## src/rtl/cnn_pkg.sv

```systemverilog
// Shared definitions for the CNN post-processing stages.
//   - default lane width / lane count
//   - FSM state encoding for the pooling stage
//   - relu(): zero a sign-extended lane whose sign bit is set
//   - umax(): unsigned maximum of two zero-extended lanes
// Lanes are carried at LANE_MAX_W bits inside the helpers so that any
// DATA_WIDTH up to LANE_MAX_W can share them; callers extend and truncate.
package cnn_pkg;

    localparam int DEF_DATA_WIDTH  = 8;
    localparam int DEF_NUM_FILTERS = 3;
    localparam int LANE_MAX_W      = 32;

    typedef enum logic [1:0] {
        ST_IDLE     = 2'd0,
        ST_ROW_EVEN = 2'd1,
        ST_ROW_ODD  = 2'd2,
        ST_DONE     = 2'd3
    } pool_state_t;

    // Input must be sign-extended to LANE_MAX_W by the caller.
    function automatic logic [LANE_MAX_W-1:0] relu(input logic [LANE_MAX_W-1:0] lane);
        return lane[LANE_MAX_W-1] ? '0 : lane;
    endfunction

    function automatic logic [LANE_MAX_W-1:0] umax(input logic [LANE_MAX_W-1:0] a,
                                                   input logic [LANE_MAX_W-1:0] b);
        return (a > b) ? a : b;
    endfunction

endpackage

```

## src/rtl/pool_line_buf.sv

```systemverilog
// Half-width line buffer for 2x2 pooling.
// Simple dual-port storage, no reset: every entry is written on an even
// row before the following odd row reads it.
//   clk    : write clock
//   we     : write enable
//   waddr  : write address (col/2)
//   wdata  : pairwise max of the even-row column pair
//   raddr  : read address (col/2), combinational read
//   rdata  : stored entry at raddr
module pool_line_buf #(
    parameter int DEPTH = 16,
    parameter int WIDTH = 24,
    parameter int AW    = 4
) (
    input  logic             clk,
    input  logic             we,
    input  logic [AW-1:0]    waddr,
    input  logic [WIDTH-1:0] wdata,
    input  logic [AW-1:0]    raddr,
    output logic [WIDTH-1:0] rdata
);

    logic [WIDTH-1:0] mem [DEPTH];

    always_ff @(posedge clk) begin
        if (we) mem[waddr] <= wdata;
    end

    assign rdata = mem[raddr];

endmodule

```

## src/rtl/relu_maxpool.sv

```systemverilog
// ReLU followed by 2x2 / stride-2 max pooling over a raster stream of
// packed per-filter convolution results.
//   clk, rst_n     : clock, asynchronous active-low reset
//   frame_start    : restart counters/hold and begin a new frame
//   conv_in        : NUM_FILTERS signed lanes, lane f at [f*DATA_WIDTH +: DATA_WIDTH]
//   conv_valid_in  : conv_in valid this cycle (no backpressure)
//   pool_out       : pooled unsigned lanes, same packing, held between pulses
//   pool_valid     : one-cycle pulse, 1 cycle after the (odd row, odd col) input
//   frame_done     : coincides with the last pool_valid of the frame
module relu_maxpool
    import cnn_pkg::*;
#(
    parameter int DATA_WIDTH  = DEF_DATA_WIDTH,
    parameter int NUM_FILTERS = DEF_NUM_FILTERS,
    parameter int IMG_WIDTH   = 32,
    parameter int IMG_HEIGHT  = 32
) (
    input  logic                              clk,
    input  logic                              rst_n,
    input  logic                              frame_start,
    input  logic [NUM_FILTERS*DATA_WIDTH-1:0] conv_in,
    input  logic                              conv_valid_in,
    output logic [NUM_FILTERS*DATA_WIDTH-1:0] pool_out,
    output logic                              pool_valid,
    output logic                              frame_done
);

    localparam int VW       = NUM_FILTERS * DATA_WIDTH;
    localparam int COL_W    = (IMG_WIDTH  > 2) ? $clog2(IMG_WIDTH)  : 1;
    localparam int ROW_W    = (IMG_HEIGHT > 2) ? $clog2(IMG_HEIGHT) : 1;
    localparam int LB_DEPTH = IMG_WIDTH / 2;
    localparam int LB_AW    = (LB_DEPTH > 1) ? $clog2(LB_DEPTH) : 1;

    typedef logic [NUM_FILTERS-1:0][DATA_WIDTH-1:0] lanes_t;

    pool_state_t      state;
    logic [COL_W-1:0] col, cur_col;
    logic [ROW_W-1:0] row, cur_row;
    lanes_t           in_lanes, relu_vec, hold, pair_max, pool_max, lb_rdata;
    logic             in_frame, accept, odd_row, odd_col, last_col, last_row;
    logic [LB_AW-1:0] lb_addr;

    assign in_lanes = conv_in;

    // frame_start re-bases the current pixel at (0,0) in the same cycle,
    // so a coincident valid input is taken as the first pixel of the frame.
    assign in_frame = (state == ST_ROW_EVEN) || (state == ST_ROW_ODD);
    assign accept   = conv_valid_in && (frame_start || in_frame);
    assign cur_col  = frame_start ? '0 : col;
    assign cur_row  = frame_start ? '0 : row;
    assign odd_row  = cur_row[0];
    assign odd_col  = cur_col[0];
    assign last_col = (cur_col == COL_W'(IMG_WIDTH - 1));
    assign last_row = (cur_row == ROW_W'(IMG_HEIGHT - 1));
    assign lb_addr  = LB_AW'(cur_col >> 1);

    for (genvar f = 0; f < NUM_FILTERS; f++) begin : g_lane
        logic [LANE_MAX_W-1:0] in_ext;
        assign in_ext      = LANE_MAX_W'($signed(in_lanes[f]));
        assign relu_vec[f] = DATA_WIDTH'(relu(in_ext));
        assign pair_max[f] = DATA_WIDTH'(umax(LANE_MAX_W'(hold[f]), LANE_MAX_W'(relu_vec[f])));
        assign pool_max[f] = DATA_WIDTH'(umax(LANE_MAX_W'(pair_max[f]), LANE_MAX_W'(lb_rdata[f])));
    end

    // Even rows park the horizontal pair max; the odd row below reads it
    // back at the same col/2, always after it was written.
    pool_line_buf #(
        .DEPTH (LB_DEPTH),
        .WIDTH (VW),
        .AW    (LB_AW)
    ) u_line_buf (
        .clk   (clk),
        .we    (accept && !odd_row && odd_col),
        .waddr (lb_addr),
        .wdata (pair_max),
        .raddr (lb_addr),
        .rdata (lb_rdata)
    );

    always_ff @(posedge clk or negedge rst_n) begin
        if (!rst_n) begin
            state      <= ST_IDLE;
            col        <= '0;
            row        <= '0;
            hold       <= '0;
            pool_out   <= '0;
            pool_valid <= 1'b0;
            frame_done <= 1'b0;
        end else begin
            pool_valid <= 1'b0;
            frame_done <= 1'b0;
            if (frame_start) begin
                state <= ST_ROW_EVEN;
                col   <= '0;
                row   <= '0;
                hold  <= '0;
            end
            if (accept) begin
                if (!odd_col) hold <= relu_vec;
                if (odd_row && odd_col) begin
                    pool_out   <= pool_max;
                    pool_valid <= 1'b1;
                    frame_done <= last_row && last_col;
                end
                if (last_col) begin
                    col <= '0;
                    if (odd_row) begin
                        state <= last_row ? ST_DONE : ST_ROW_EVEN;
                        row   <= last_row ? '0 : cur_row + ROW_W'(1);
                    end else begin
                        state <= ST_ROW_ODD;
                        row   <= cur_row + ROW_W'(1);
                    end
                end else begin
                    col <= cur_col + COL_W'(1);
                end
            end
        end
    end

endmodule

```

## config.mk

```make
export PLATFORM = sky130hd
export DESIGN_NAME = relu_maxpool
export DESIGN_NICKNAME = d
export VERILOG_FILES = /design/src/rtl/cnn_pkg.sv /design/src/rtl/pool_line_buf.sv /design/src/rtl/relu_maxpool.sv
export SDC_FILE = /design/constraint.sdc
export NUM_CORES = 1
export LEC_CHECK = 0
export BUFFER_PORTS_ARGS = -buffer_cell sky130_fd_sc_hd__buf_2
export CAP_MARGIN = 40
export CORE_ASPECT_RATIO = 1.1
export CORE_MARGIN = 2
export CORE_UTILIZATION = 45
export DETAILED_ROUTE_END_ITERATION = 6
export GPL_TIMING_DRIVEN = 1
export HOLD_SLACK_MARGIN = 0.03
export PLACE_DENSITY = 0.65
export SYNTH_ARGS = -nofsm -noshare
export SYNTH_HDL_FRONTEND = slang
export SYNTH_HIERARCHICAL = 1
export SYNTH_SLANG_ARGS = --single-unit
```

## constraint.sdc

```tcl
create_clock -name clk -period 4.8 [get_ports clk]
set_input_delay 0.24 -clock clk [delete_from_list [all_inputs] [get_ports clk]]
set_output_delay 0.24 -clock clk [all_outputs]
set_load 0.05 [all_outputs]
```

==> impl_metrics.py, run 1 <==
metrics = {
    "place": {
        "placement.io_buffers": 53,
        "globalplace.congestion": 0.772,
        "hpwlAfterDp_mm": 27.0,
    },
    "cts": {
        "cts.sinks": 446,
        "htreeDepth": 2,
        "numCtsBuffers": 43,
        "cts_resized": 0,
        "cts_buffer_depth": 3,
        "hold_buffers": 12,
        "post_cts.repair.setup_buffers": 0,
        "clk_latency_ps": 560,
        "clk_pin_slew_worst_paths_ps": 60,
        "root_buffer": "clkbuf_16",
        "cts_tree": "built",
    },
    "worst_setup_path": {
        "cp_cell_sequence": "dlygate4sd3_1, buf_2, nand2b_1, ha_1, nor2b_1, o211ai_1, a21oi_1, o22ai_2, mux2i_1, inv_1, buf_4, ha_1, nor2b_1, o211ai_1, a21oi_1, o31ai_4, or2_1, o211ai_1",
        "worstSetupStartpointType": "primary input",
        "critPathMaxFanout": 17,
        "cp-end-kind": "flip-flop",
        "required_ps": 5200,
        "crit_buf_inv": 4,
        "cp_slowest_cell": "mux2i_1",
        "cp_data_arrival_time_ps": 4470,
        "crit_path_frequent_cell": "o211ai_1",
        "crit_type": "in -> reg",
        "crit_family": "compound AO/OA/AOI/OAI gates",
        "slowest_delay_ps": 560,
    },
    "logic_synthesis": {
        "ys_types": 59,
        "syn_area_per_cell_um2": 17.4,
        "async_flop_share_pct": 13.9,
        "synth-seq-cells": 446,
        "synth_edf_count": 384,
        "mappedNetlistArea_um2": 18900,
        "synthTopCellsByArea": "edfxtp_1 (61%), mux4_2 (11%), dfrtp_1 (8.2%), ha_1 (3.2%), a22oi_1 (1.9%)",
        "synth-seq-area-share_pct": 69.3,
        "syn_nets": 1163,
        "synthFlopType": "edfxtp_1",
        "synth_area_leader_cell": "edfxtp_1",
        "netlist_instances": 1086,
        "netlist.area_leader.share_pct": 61.1,
        "yosys_warnings": 6,
    },
    "timing": {
        "rsz0062_at_grt": "no",
        "min_period_over_period_pct": 84.8,
        "maxSlewViolCount": 0,
        "skew_ps": 20.6,
        "fmax_ghz": 0.246,
        "fin_crit_ps": 4070,
        "finalSetupViolCount": 0,
        "final.setup.tns_ps": 0,
        "hold_viol": 0,
        "relSlewSlack_pct": 39.8,
        "tightest_slew_ps": 901,
        "timing.hold.ws_ps": 40.9,
    },
    "power": {
        "p_leak_nw": 7.94,
        "vdd_drop_max_mv": 0.242,
        "power_mw": 8.38,
        "p_per_area_nw_per_um2": 385,
    },
    "job": {
        "maxCapViolations": 0,
    },
    "grt": {
        "grt_antenna_before_repair": 0,
        "grt_pass1_wl_mm": 65.5,
        "track_usage_pct": 20.6,
        "grt_pass1_vias": 10527,
        "grt_start_max_net_pins": 48,
        "overflow": 0,
    },
    "die": {
        "rows": 78,
        "die-height_um": 219,
        "die_w_um": 199,
        "die-area_um2": 43600,
        "initial_core_util_pct": 45.7,
        "ios": 54,
        "core_um2": 41300,
    },
    "drt": {
        "dr.first_iter.drc_count": 1083,
        "drt-pass1-iter-count": 5,
        "viasPerCell": 5.80,
        "postRouteAntennaNets": 0,
        "drcViolationCount": 0,
        "vias": 10422,
        "wl_per_cell_um": 24.3,
        "wl_mm": 43.6,
    },
    "cells_and_area": {
        "regArea_um2": 13100,
        "multi_input_area_um2": 5430,
        "fill_cells": 3296,
        "antennaDiodeCount": 0,
        "synthToLayoutAreaGrowth_pct": 15.2,
        "drive_above_1_share_pct": 25.1,
        "nets": 1281,
    },
    "outcome": {
        "outcome": "finished clean",
    },
    "worst_hold_path": {
        "min_path_type": "in -> reg",
    },
}
==> sequential cells by signal, indices dropped and copies added (netlist names) <==
register	count
u_line_buf/mem	384
frame_done	1
pool_out	24
pool_valid	1
row	5
state	2
col	5
hold	24
==> through the flow <==
stage          utilization (%)  cells  setup WS, ps  instance area, um^2
2_1_floorplan                -   1086           966                18900
3_3_place_gp              48.9   1705           710                20200
3_5_place_dp              49.0   1707           618                20200
4_1_cts                   52.7   1797           775                21700
5_1_grt                   52.7   1797           508                21700
6_report                  52.7   1797           731                21700
==> tightest hold or removal path: stages <==
cell	delay (ps)
buf_2	100
nand2b_1	130
o21ai_1	90
==> cells in the mapped netlist (7+ instances only) <==
cell,count
nand2b_1,17
inv_1,54
a22oi_1,48
edfxtp_1,384
a21oi_1,19
buf_2,15
and3_1,17
ha_1,49
dfrtp_1,62
nor2_1,28
o21ai_1,30
mux2i_1,16
nand3b_1,21
a221o_1,14
mux4_2,96
clkbuf_1,33
nand2_1,48
nand3_1,9
o32ai_1,7
nor2b_1,21
==> cells in the final DEF (no fill, tap or decap), drive strengths merged, types with 10 or more instances in the layout <==
| cell type | synthesis | final |
|---|---|---|
| inv | 56 | 57 |
| dfrtp | 62 | 62 |
| a221o | 14 | 14 |
| nand3b | 21 | 21 |
| dlygate4sd3 | 0 | 12 |
| and3 | 17 | 17 |
| o21ai | 35 | 35 |
| ha | 49 | 49 |
| buf | 21 | 115 |
| nor2 | 29 | 29 |
| mux4 | 96 | 96 |
| a22oi | 48 | 48 |
| nand2 | 48 | 48 |
| nor2b | 22 | 22 |
| nand3 | 10 | 10 |
| a21oi | 19 | 19 |
| nand2b | 17 | 17 |
| edfxtp | 384 | 384 |
| mux2i | 16 | 16 |
| clkinv | 0 | 14 |
| clkbuf | 33 | 58 |
==> final timing paths <==
check,from,endpoint,slack (ps),cells past startpoint
setup / recovery,conv_in[9],pool_out[8],730,18
hold / removal,conv_in[3],hold[3],40,3
setup reg to reg,hold[9],pool_out[8],750,15
hold reg to reg,pool_out[23],pool_out[23],490,2
max in group asynchronous,rst_n,pool_out[18],4100,3
min in group asynchronous,rst_n,hold[4],130,2
==> per-layer routing <==
layer	global-route usage, %	vias up	wire length [um]	share of wire [%]
li1	-	4576	-	-
met1	29.0	5435	18800	43
met2	33.3	349	21100	48
met3	3.41	62	2680	6.2
met4	6.09	0	1040	2.4
met5	0	-	0	0
==> logic make-up after synthesis <==
group	count (synthesis)	synth area share, %
buffers and inverters	110	2.53
muxes	118	12.7
xor gates and xnor gates	2	0.0929
DFF	446	69.3
and+or+nand+nor	200	5.89
AOI/OAI and AO/OA	161	6.24
adders and majority gates	49	3.25
==> area by class of cell <==
type                            count  area share [%]
Sequential cell                   446            60.2
Multi-Input combinational cell    530            25.0
Clock buffer                       58            5.49
Timing Repair Buffer              127            4.28
Tap cell                          560            3.22
Inverter                           56           0.978
Clock inverter                     20           0.846
==> power breakdown <==
part	internal, mW	switching, mW
logic	0.277	0.444
registers	4.34	0.0153
clock network	1.91	1.40
Power figures use the tool's default switching activity.
==> run 2, diff against run 1 <==
==> constraint.sdc (replaced) <==
create_clock -name clk -period 4 [get_ports clk]
set_input_delay 0.2 -clock clk [delete_from_list [all_inputs] [get_ports clk]]
set_output_delay 0.2 -clock clk [all_outputs]
set_load 0.05 [all_outputs]
==> run 2 against run 1 <==
Worst setup slack worse by 460 ps. Largest power group unchanged. Critical path depth is 5 lower. Non-clock buffer count is 15 higher. Critical path type is now reg -> reg.
==> impl_metrics.py, run 2 (synthesis gave the netlist of run 1 again) <==
metrics = {
    "cells_and_area": {
        "regMostFlops": "u_line_buf/mem",
        "layout_common_cells": "edfxtp_1 (384), mux4_2 (96), buf_4 (63)",
        "multi_input_area_um2": 5430,
        "nets": 1297,
        "drive_above_1_share_pct": 25.7,
        "fill_cells": 3239,
        "final_common_cell": "edfxtp_1",
        "antennaDiodeCount": 0,
        "reg_top3": "u_line_buf/mem (384), hold (24), pool_out (24)",
        "synthToLayoutAreaGrowth_pct": 16.1,
        "regArea_um2": 13100,
        "largest_register_ff_count": 384,
    },
    "timing": {
        "setup_slack_ps": 276,
        "rsz0062_at_grt": "no",
        "hold_viol": 0,
        "relSlewSlack_pct": 52.9,
        "skew_ps": 13.1,
        "finalSetupViolCount": 0,
        "final.setup.tns_ps": 0,
        "fin_crit_ps": 3720,
        "maxSlewViolCount": 0,
        "fmax_ghz": 0.269,
        "tightest_slew_ps": 706,
        "min_period_over_period_pct": 93.1,
    },
    "worst_setup_path": {
        "crit_path_frequent_cell": "o211ai_1",
        "worstSetupStartpointType": "flip-flop",
        "reg2regPathDepth": 13,
        "r2r-end": "pool_out[8]",
        "cp-end-kind": "flip-flop",
        "r2r_start": "hold[9]",
        "cp_cell_sequence": "ha_1, nor2b_1, o211ai_1, a21oi_1, o22ai_2, mux2i_1, inv_1, ha_1, o211ai_1, a21oi_1, o31ai_4, or2_1, o211ai_1",
        "cp_data_arrival_time_ps": 4150,
        "rrSetupSlack_ps": 280,
        "critPathMaxFanout": 7,
        "slowest_delay_ps": 550,
        "required_ps": 4420,
        "crit_type": "reg -> reg",
        "cp_slowest_cell": "mux2i_1",
    },
    "job": {
        "maxCapViolations": 0,
    },
    "cts": {
        "root_buffer": "clkbuf_16",
        "htreeDepth": 2,
        "hold_buffers": 15,
        "clk_latency_ps": 550,
        "cts_buffer_depth": 3,
        "cts_resized": 0,
        "numCtsBuffers": 44,
        "cts.sinks": 446,
        "clk_pin_slew_worst_paths_ps": 60,
        "post_cts.repair.setup_buffers": 0,
        "cts_tree": "built",
    },
    "power": {
        "p_per_area_nw_per_um2": 456,
        "p_leak_nw": 8.02,
        "vdd_drop_max_mv": 0.311,
    },
    "die": {
        "initial_core_util_pct": 45.7,
        "die-area_um2": 43600,
        "ios": 54,
        "rows": 78,
        "die-height_um": 219,
        "die_w_um": 199,
        "core_um2": 41300,
    },
    "grt": {
        "track_usage_pct": 19.8,
        "grt_pass1_vias": 10360,
        "grt_start_max_net_pins": 48,
        "overflow": 0,
        "grt_pass1_wl_mm": 63.4,
        "grt_antenna_before_repair": 1,
    },
    "outcome": {
        "outcome": "finished clean",
    },
    "place": {
        "placement.io_buffers": 53,
        "post-place-ws_ps": 213,
        "hpwlAfterDp_mm": 26.1,
        "globalplace.congestion": 0.810,
    },
    "drt": {
        "drt-pass1-iter-count": 5,
        "postRouteAntennaNets": 0,
        "wl_per_cell_um": 23.0,
        "dr.first_iter.drc_count": 975,
        "vias": 10341,
        "wl_mm": 41.8,
        "viasPerCell": 5.70,
        "drcViolationCount": 0,
    },
    "worst_hold_path": {
        "min_path_type": "in -> async",
    },
}
run 2: power by group:
| group | switching, mW | internal (mW) |
|---|---|---|
| Sequential | 0.0200 | 5.21 |
| Combinational | 0.540 | 0.354 |
| Clock | 1.67 | 2.21 |
run 2: worst max-delay path by stage:
| stage | from | to | slack, ps |
|---|---|---|---|
| 2_1_floorplan | frame_start | pool_out[8] | 210 |
| 3_3_place_gp | conv_in[15] | pool_out[8] | 320 |
| 3_5_place_dp | conv_in[23] | pool_out[20] | 210 |
| 4_1_cts | hold[9] | pool_out[8] | 370 |
| 5_1_grt | hold[9] | pool_out[8] | 70 |
| 6_report | hold[9] | pool_out[8] | 280 |
run 2: critical path, delay by kind of cell, from the launching register on:
| family | cells | cell delay (ps) |
|---|---|---|
| simple gates | 2 | 430 |
| fa+ha+maj | 2 | 640 |
| compound gates | 7 | 1400 |
| buf+inv | 1 | 140 |
| flops | 1 | 430 |
| mux | 1 | 550 |
run 2: layout make-up:
cell class	instances	share of cell area [%]
flip-flops and latches	446	59.7
multi-input cells	530	24.8
clock buffers	57	5.35
repair buffers	142	5.16
well taps	560	3.20
inverters	56	0.971
clock inverters	24	0.811
run 2: routing by layer:
metal	wire (um)	track usage, %	vias up	share of wire (%)
li1	-	-	4618	-
met1	18800	29.4	5332	45
met5	0	0	-	0
met4	776	5.55	0	1.9
met3	2770	3.66	56	6.6
met2	19400	30.2	335	46
run 2: stage by stage:
stage	total power, mW	util [%]	std cells	hold WS (ps)	area (um^2)
after floorplan	5.90	-	1086	-95.6	18900
after global placement	6.18	49.4	1718	378	20400
after detailed placement	6.21	49.4	1719	94.2	20400
after CTS	10.1	53.1	1815	51.3	21900
after global routing	10.4	53.1	1815	73.0	21900
final	10.0	53.1	1815	62.1	21900
==> run 3, diff against run 2 <==
--- a/config.mk
+++ b/config.mk
@@ -5,15 +5,15 @@
 export SDC_FILE = /design/constraint.sdc
 export NUM_CORES = 1
 export LEC_CHECK = 0
-export BUFFER_PORTS_ARGS = -buffer_cell sky130_fd_sc_hd__buf_2
 export CAP_MARGIN = 40
 export CORE_ASPECT_RATIO = 1.1
 export CORE_MARGIN = 2
 export CORE_UTILIZATION = 45
 export DETAILED_ROUTE_END_ITERATION = 6
+export DONT_BUFFER_PORTS = 1
 export GPL_TIMING_DRIVEN = 1
 export HOLD_SLACK_MARGIN = 0.03
-export PLACE_DENSITY = 0.65
+export PLACE_DENSITY = 0.64
 export SYNTH_ARGS = -nofsm -noshare
 export SYNTH_HDL_FRONTEND = slang
 export SYNTH_HIERARCHICAL = 1
==> run 3 against run 2 <==
First-iteration DRC count is 10% lower. Wire length is 2.1% higher. Largest power group unchanged. Combinational power hardly changed. Via count is 1.4% lower.
==> impl_metrics.py, run 3 (synthesis gave the netlist of run 1 again) <==
metrics = {
    "drt": {
        "drcViolationCount": 0,
        "wl_per_cell_um": 24.1,
        "drt-pass1-iter-count": 5,
        "wl_mm": 42.7,
        "postRouteAntennaNets": 0,
        "vias": 10199,
        "dr.first_iter.drc_count": 876,
        "viasPerCell": 5.76,
    },
    "worst_setup_path": {
        "crit_start": "conv_in[23]",
        "critPathMaxFanout": 18,
        "cp-end-kind": "flip-flop",
        "crit_path_frequent_cell": "ha_1",
        "crit_type": "in -> reg",
        "required_ps": 4420,
        "r2r-end": "pool_out[4]",
        "worstSetupStartpointType": "primary input",
        "r2r_start": "hold[1]",
        "cp_data_arrival_time_ps": 4170,
        "rrSetupSlack_ps": 390,
        "cp_cell_sequence": "dlygate4sd3_1, nor2b_1, inv_1, ha_1, or3_1, o311ai_4, o32ai_1, nand2_1, o221a_2, ha_1, a21oi_1, o22ai_1, o21bai_1, a22o_1, nor2_1, a221o_1",
        "reg2regPathDepth": 14,
        "slowest_delay_ps": 650,
        "cp_slowest_cell": "dlygate4sd3_1",
    },
    "worst_hold_path": {
        "holdPathStages": 2,
        "min_path_type": "in -> reg",
        "hold_end": "hold[0]",
        "worstHoldStart": "conv_in[0]",
    },
    "cells_and_area": {
        "synthToLayoutAreaGrowth_pct": 16.3,
        "reg_top3": "u_line_buf/mem (384), hold (24), pool_out (24)",
        "finish.utilization_pct": 53.2,
        "regArea_um2": 13100,
        "layout_common_cells": "edfxtp_1 (384), mux4_2 (96), dfrtp_1 (62)",
        "drive_above_1_share_pct": 21.2,
        "final_common_cell": "edfxtp_1",
        "multi_input_area_um2": 5450,
        "regMostFlops": "u_line_buf/mem",
        "nets": 1255,
        "fill_cells": 3237,
        "largest_register_ff_count": 384,
    },
    "cts": {
        "cts_buffer_depth": 3,
        "numCtsBuffers": 43,
        "root_buffer": "clkbuf_16",
        "cts_tree": "built",
        "clk_latency_ps": 550,
        "clk_pin_slew_worst_paths_ps": 60,
        "cts.sinks": 446,
        "htreeDepth": 2,
    },
    "outcome": {
        "outcome": "finished clean",
    },
    "timing": {
        "fmax_ghz": 0.267,
        "tightest_slew_ps": 671,
        "skew_ps": 14.2,
        "relSlewSlack_pct": 55.1,
        "hold_viol": 0,
        "min_period_over_period_pct": 93.6,
        "fin_crit_ps": 3740,
        "maxSlewViolCount": 0,
        "finalSetupViolCount": 0,
    },
    "grt": {
        "grt_pass1_vias": 10387,
        "grt_antenna_before_repair": 0,
        "grt_pass1_wl_mm": 64.4,
        "track_usage_pct": 20.3,
        "grt_start_max_net_pins": 63,
        "overflow": 0,
    },
    "place": {
        "placement.io_buffers": 0,
        "hpwlAfterDp_mm": 25.1,
        "globalplace.congestion": 0.779,
    },
    "die": {
        "initial_core_util_pct": 45.7,
        "die-height_um": 219,
        "rows": 78,
        "core_um2": 41300,
        "die_w_um": 199,
        "ios": 54,
        "die-area_um2": 43600,
    },
    "job": {
        "maxCapViolations": 0,
    },
    "power": {
        "power_mw": 10.1,
        "vdd_drop_max_mv": 0.285,
        "p_per_area_nw_per_um2": 462,
        "p_leak_nw": 7.84,
    },
}
[run 3: cell count changes in the layout (fill, tap and decap cells not counted), sizes merged]
cell         delta
buf            -65
bufinv          +3
clkbuf          -7
diode           +1
clkinv          +4
dlygate4sd3    +24
inv             -4
[run 3: routing by layer]
metal	vias to the layer above	GRT usage [%]	share of wire (%)
li1	4543	-	-
met1	5302	28.7	43
met2	305	33.1	49
met3	49	3.19	6.5
met4	0	5.25	1.8
met5	-	0	0
[run 3: worst max path at each step]
stage | slack (ps) | end
floorplan | 210 | pool_out[8]
global placement | 450 | pool_out[5]
finish | 260 | pool_out[22]
detailed placement | 340 | pool_out[17]
global route | -2 | pool_out[17]
CTS | 240 | pool_out[17]
[run 3: per-stage QoR]
stage | cells | TNS, ps | setup WS, ps | hold WS [ps] | instance area [um^2]
global placement | 1652 | 0 | 450 | -93.8 | 20100
floorplan | 1086 | 0 | 206 | -95.6 | 18900
global route | 1770 | -2.26 | -2.26 | 102 | 21900
finish | 1771 | 0 | 256 | 76.3 | 21900
CTS | 1770 | 0 | 241 | 45.3 | 21900
detailed placement | 1652 | 0 | 344 | -93.8 | 20100
[run 3: worst max-delay path, delay by kind of cell]
family	cells	cell delay, ps
AOI/OAI and AO/OA	8	1650
adders and majority gates	2	650
buffers and inverters	2	740
and+or+nand+nor	4	920
[run 3: repair_timing]
action	4_1_cts	5_1_grt
gates resized for setup	0	2
endpoints found under the hold margin	96	0
setup buffers	0	0
hold buffers	41	0
endpoints found under the setup margin	0	7
[run 3: final cells by class]
cell class | count | area share (%)
clock buffers | 50 | 5.22
inverters | 56 | 0.969
flip-flops and latches | 446 | 59.6
well taps | 560 | 3.19
diodes | 1 | 0.0114
clock inverters | 27 | 1.11
multi-input cells | 530 | 24.8
repair buffers | 101 | 5.07
[run 3: power by group]
part | internal [mW] | switching (mW) | leakage (nW)
Sequential | 5.21 | 0.0172 | 4.47
Combinational | 0.361 | 0.533 | 2.68
Clock | 2.36 | 1.65 | 0.684
